<file path="src/rtl/da_shift_accumulator.sv">
// Bit-serial distributed-arithmetic shift-accumulator for a four-input dot product.
// Consumes one bit-plane per cycle, MSB first, using an offset-binary (sign-folded) ROM.
module da_shift_accumulator #(
  parameter int unsigned DATA_W = 12,
  parameter int unsigned ROM_W  = 16,
  parameter int unsigned ACC_W  = ROM_W + DATA_W + 2
) (
  input  logic              clk,
  input  logic              rst,
  input  logic              in_valid,
  output logic              in_ready,
  input  logic [DATA_W-1:0] x0,
  input  logic [DATA_W-1:0] x1,
  input  logic [DATA_W-1:0] x2,
  input  logic [DATA_W-1:0] x3,
  output logic              rom_cs,
  output logic [2:0]        rom_addr,
  input  logic [ROM_W:0]    rom_data,
  output logic              out_valid,
  input  logic              out_ready,
  output logic [ACC_W-1:0]  y
);

  localparam int unsigned     CNT_W = (DATA_W > 1) ? $clog2(DATA_W) : 1;
  localparam logic [CNT_W-1:0] JMsb = CNT_W'(DATA_W - 1);

  typedef enum logic [1:0] {StIdle, StCalc, StDone} state_e;

  state_e                   state_q, state_d;
  logic [DATA_W-1:0]        x0_q, x1_q, x2_q, x3_q;
  logic [DATA_W-1:0]        x0_d, x1_d, x2_d, x3_d;
  logic [CNT_W-1:0]         j_q, j_d;
  logic signed [ACC_W-1:0]  acc_q, acc_d;

  logic                     d0, d1, d2, d3;
  logic signed [ACC_W-1:0]  rom_ext;
  logic signed [ACC_W-1:0]  term;
  logic                     unused_rom_msb;

  assign unused_rom_msb = rom_data[ROM_W];

  // Current bit-plane of the latched samples.
  assign d0 = x0_q[j_q];
  assign d1 = x1_q[j_q];
  assign d2 = x2_q[j_q];
  assign d3 = x3_q[j_q];

  // ROM holds the half-sum table indexed relative to x0; d0 selects the mirrored half.
  assign rom_ext = ACC_W'(signed'(rom_data[ROM_W-1:0]));
  assign term    = d0 ? -rom_ext : rom_ext;

  assign y = acc_q;

  always_comb begin
    state_d   = state_q;
    x0_d      = x0_q;
    x1_d      = x1_q;
    x2_d      = x2_q;
    x3_d      = x3_q;
    j_d       = j_q;
    acc_d     = acc_q;
    in_ready  = 1'b0;
    out_valid = 1'b0;
    rom_cs    = 1'b0;
    rom_addr  = 3'b000;

    unique case (state_q)
      StIdle: begin
        in_ready = 1'b1;
        if (in_valid) begin
          x0_d    = x0;
          x1_d    = x1;
          x2_d    = x2;
          x3_d    = x3;
          j_d     = JMsb;
          state_d = StCalc;
        end
      end

      StCalc: begin
        rom_cs   = 1'b1;
        rom_addr = {d1 ^ d0, d2 ^ d0, d3 ^ d0};
        // The MSB plane carries negative weight in two's complement.
        if (j_q == JMsb) begin
          acc_d = -term;
        end else begin
          acc_d = (acc_q <<< 1) + term;
        end
        if (j_q == '0) begin
          state_d = StDone;
        end else begin
          j_d = j_q - CNT_W'(1);
        end
      end

      StDone: begin
        out_valid = 1'b1;
        if (out_ready) begin
          state_d = StIdle;
        end
      end

      default: begin
        state_d = StIdle;
      end
    endcase
  end

  always_ff @(posedge clk) begin
    if (rst) begin
      state_q <= StIdle;
      x0_q    <= '0;
      x1_q    <= '0;
      x2_q    <= '0;
      x3_q    <= '0;
      j_q     <= '0;
      acc_q   <= '0;
    end else begin
      state_q <= state_d;
      x0_q    <= x0_d;
      x1_q    <= x1_d;
      x2_q    <= x2_d;
      x3_q    <= x3_d;
      j_q     <= j_d;
      acc_q   <= acc_d;
    end
  end

endmodule

</file>
<file path="config.mk">
export PLATFORM = sky130hd
export DESIGN_NAME = da_shift_accumulator
export DESIGN_NICKNAME = d
export VERILOG_FILES = /design/src/rtl/da_shift_accumulator.sv
export SDC_FILE = /design/constraint.sdc
export NUM_CORES = 1
export LEC_CHECK = 0
export CAP_MARGIN = 40
export CORE_ASPECT_RATIO = 0.7
export CORE_UTILIZATION = 27
export DETAILED_ROUTE_END_ITERATION = 7
export DONT_BUFFER_PORTS = 1
export GPL_ROUTABILITY_DRIVEN = 1
export MAX_ROUTING_LAYER = met4
export PLACE_DENSITY = 0.46
export SKIP_LAST_GASP = 1
export SLEW_MARGIN = 20
export SYNTH_ARGS = -nofsm -noshare
export SYNTH_HDL_FRONTEND = slang
export SYNTH_SLANG_ARGS = --single-unit
</file>
<file path="constraint.sdc">
create_clock -name clk -period 4.47 [get_ports clk]
set_input_delay 0.2235 -clock clk [delete_from_list [all_inputs] [get_ports clk]]
set_output_delay 0.2235 -clock clk [all_outputs]
set_load 0.01 [all_outputs]
</file>
==> summary.txt <==
Layout
  – Nets: 943
  – # fillers: 2349
  – Area Overhead vs Synth: 21.9%
  – Share of cells above drive strength 1: 14.9%
  – Antenna diode count: 0
  – Post-layout util: 33.9%
  – Area occupied by registers: 1690 um2
  – Area of the multi-input gates: 4170 um2

Clock tree
  – CTS tree: yes
  – Inserted Clock Buffers: 9
  – Clock transition at path regs: 0.07 ns
  – Clk_lat worst skew: 0.36 ns
  – CTS Buffer Depth: 2
  – Root Driver: clkbuf_16
  – CTS H-tree depth: 3
  – CTS sink cnt: 84

Worst hold path
  – Worst min-delay path endpoint: x0_q[3]$_SDFFE_PP0P_
  – Worst Hold Class: in -> reg
  – Worst hold start: x0[3]
  – Hold path cells: 2

Timing
  – Max Freq: 0.234 GHz
  – Min Tclk post-route: 4.26 ns
  – Max-slew violations: 0
  – Final clock skew: 0.00840 ns
  – Final Cycle Share: 95.4%
  – Final hold violation count: 0
  – Actual slew at the worst max-slew pin: 0.554 ns
  – Slew margin rel.: 63.0%
  – Setup slack after layout: 0.205 ns
  – RSZ-0062 raised after global routing: true
  – Final setup viols: 0
  – Final setup TNS: 0 ns

Setup path
  – Reg-to-reg startpoint: j_q[0]$_SDFFE_PP0P_
  – WS Path Type: reg -> reg
  – Max FO, Critical Path: 16
  – R2R setup slack: 0.21 ns
  – Worst reg2reg endpoint: y[24]$_SDFFE_PP0P_
  – CP endpoint kind: flop
  – CP Launch Type: flop
  – Critical Path RT: 4.75 ns
  – Reg2reg path depth: 19
  – Worst Setup SP: j_q[0]$_SDFFE_PP0P_
  – CP Data Arrival Time: 4.54 ns

Drt
  – Remaining DRCs: 0
  – Vias: 5596
  – Max Used Layer: met4
  – DRT antenna net count: 0
  – Initial DRC Count: 307
  – Routed met2 length: 7.41 mm
  – Via density per instance: 4.98
  – DRT met1 WL: 10.3 mm
  – Post-Route WL: 19.0 mm
  – WL per Instance: 16.9 um
  – Pre-antenna DRT Iters: 5
  – Met3 WL: 1.09 mm

Pwr
  – Internal Power: 2.16 mW
  – Leakage: 3.05 nW
  – Switching power: 1.47 mW
  – Switching Share: 40.5%
  – Comb power frac: 50.2%
  – Worst vdd ir: 0.190 mV
  – Seq pwr share: 27.2%
  – PD cells: 491 nW/um2
  – Clock share of power: 22.6%

Floorplanning
  – Core area: 21900 um2
  – Die Y-Extent: 128 um
  – Initial core utilization: 27.8%
  – Floorplan row count: 45
  – Full die area: 23100 um2
  – Chip width: 181 um
  – Top Ports: 105

Synth
  – Count of different cell masters after synthesis: 63
  – Synth Cell Area: 6080 um2
  – Post-Synthesis Cells: 784
  – Number of flops mapped to enable cells by yosys: 0
  – Register area share after synthesis: 27.6%
  – Synthesized flop and latch total: 84
  – Post-synthesis area per instance: 7.76 um2
  – Primary FF master, synth: dfxtp_1
  – Async set-or-reset flop fraction in the synthesized netlist: 0%
  – Yosys warning count: 0
  – Syn nets: 891

Global routing
  – Vias in the first global route: 5443
  – Largest net degree at the start of global routing: 82
  – First-pass GRT wire length: 30.5 mm
  – Overflow after GRT: 0
  – All-Layer GR Usage: 17.5%
  – Antenna violations before repair: 0

Place
  – Global placer's final weighted congestion: 0.826
  – Dpl ws: -0.150 ns
  – Post-DP HPWL: 13.9 mm
  – PortBufs: 0

Outcome
  – Status: completed

Job
  – Max-Cap Viols: 0
## logic make-up after synthesis
group | count (synthesis) | share of synthesized area (%)
simple gates | 308 | 23.4
buf+inv | 72 | 4.81
fa+ha+maj | 38 | 7.94
mux | 21 | 6.05
xor+xnor | 46 | 6.87
flops | 84 | 27.6
compound gates | 215 | 23.3
## routing by layer
layer,up-vias,track usage (%)
met5,-,-
met4,0,3.89
met3,17,4.82
met2,117,23.7
met1,2577,25.3
li1,2885,-
## power by group through the flow
| stage | Sequential (mW) | Clock, mW | Combinational, mW |
|---|---|---|---|
| finish | 0.991 | 0.822 | 1.82 |
| global route | 1.01 | 0.889 | 2.03 |
| CTS | 0.994 | 0.854 | 1.79 |
| detailed placement | 1.01 | 0 | 1.73 |
| global placement | 1.01 | 0 | 1.73 |
| floorplan | 0.968 | 0 | 1.27 |
## synth_stat cells (all sizes together), types with 8 or more instances
cell type	number	area [um2]
nand2b	8	50.1
inv	22	82.6
nand3	18	90.1
xor2	15	146
dfxtp	84	1680
a21o	29	218
nor3	28	150
a31oi	9	56.3
nand2	142	533
nor2b	8	50.1
ha	37	463
a211oi	13	97.6
nor2	62	233
o211ai	11	97.6
clkbuf	45	169
xnor2	31	272
a21oi	81	405
mux4	12	270
or3	12	75.1
o21ai	24	124
## worst max-delay path by stage
stage | to | cells past startpoint | slack, ns
floorplan | y[29]$_SDFFE_PP0P_ | 19 | 0.06
finish | y[24]$_SDFFE_PP0P_ | 19 | 0.21
detailed placement | y[27]$_SDFFE_PP0P_ | 17 | -0.15
global route | y[24]$_SDFFE_PP0P_ | 19 | -0.008
global placement | y[25]$_SDFFE_PP0P_ | 17 | -0.14
CTS | y[28]$_SDFFE_PP0P_ | 17 | 0.03
## flip-flops by register name (all words and copies together) (netlist names)
name     cells
x2_q        12
x3_q        12
state_q      2
y           30
x1_q        12
j_q          4
x0_q        12
## critical path, stage by stage (launching register included)
cell,delay (ns)
dfxtp_4,0.38
mux4_2,0.49
mux2_4,0.29
buf_4,0.17
o21ai_2,0.14
buf_4,0.16
buf_4,0.21
nor3_1,0.11
a21o_1,0.17
ha_1,0.28
buf_4,0.16
nand2_1,0.07
o21ai_0,0.16
a31o_2,0.32
a21o_1,0.21
a21o_1,0.19
a31oi_2,0.20
xnor2_1,0.15
nand2_1,0.08
a211oi_1,0.23
## placed cells by master (no fill, tap or decap), types with 4 or more instances in the layout
cell type,n
a21oi_1,80
or3_1,12
buf_4,56
dlygate4sd3_1,30
o21a_1,6
a31oi_1,7
inv_6,4
o211ai_1,8
mux2i_1,6
nor2b_1,7
a311oi_1,5
inv_1,21
nand3b_1,4
nand2_1,142
nand3_1,18
a211o_1,4
o31ai_1,5
ha_1,37
nor2_1,62
o22ai_1,6
clkbuf_16,9
nor3_1,26
xnor2_1,31
dfxtp_1,83
nand2b_1,8
o21ai_0,19
and3_1,6
a21o_1,29
mux4_2,12
nand4_1,5
a211oi_1,11
xor2_1,13
## area by class of cell
type	instances	area share [%]
Sequential cell	84	22.7
Timing Repair Buffer	91	10.9
Multi-Input combinational cell	628	56.3
Inverter	22	1.11
Clock buffer	10	3.22
Tap cell	282	4.76
Clock inverter	6	1.03
## repair_timing
item                                    in CTS  in global routing
gates resized for setup                      5                 15
hold buffers                                30                  1
pin swaps                                    0                  6
endpoints found under the setup margin       8                 17
endpoints found under the hold margin       81                  1
cloned                                       0                  0
buffers inserted                             0                  2
## stage by stage
step                      std cells  area [um2]  hold slack [ns]  total power, mW
final                          1123        7420          0.00457             3.64
after global routing           1123        7420        -0.000101             3.93
after floorplan                 784        6080            0.359             2.23
after CTS                      1119        7320         0.000390             3.63
after global placement         1071        6640            0.303             2.74
after detailed placement       1073        6670            0.304             2.74
Note: power is estimated with default switching activity, not from simulation.
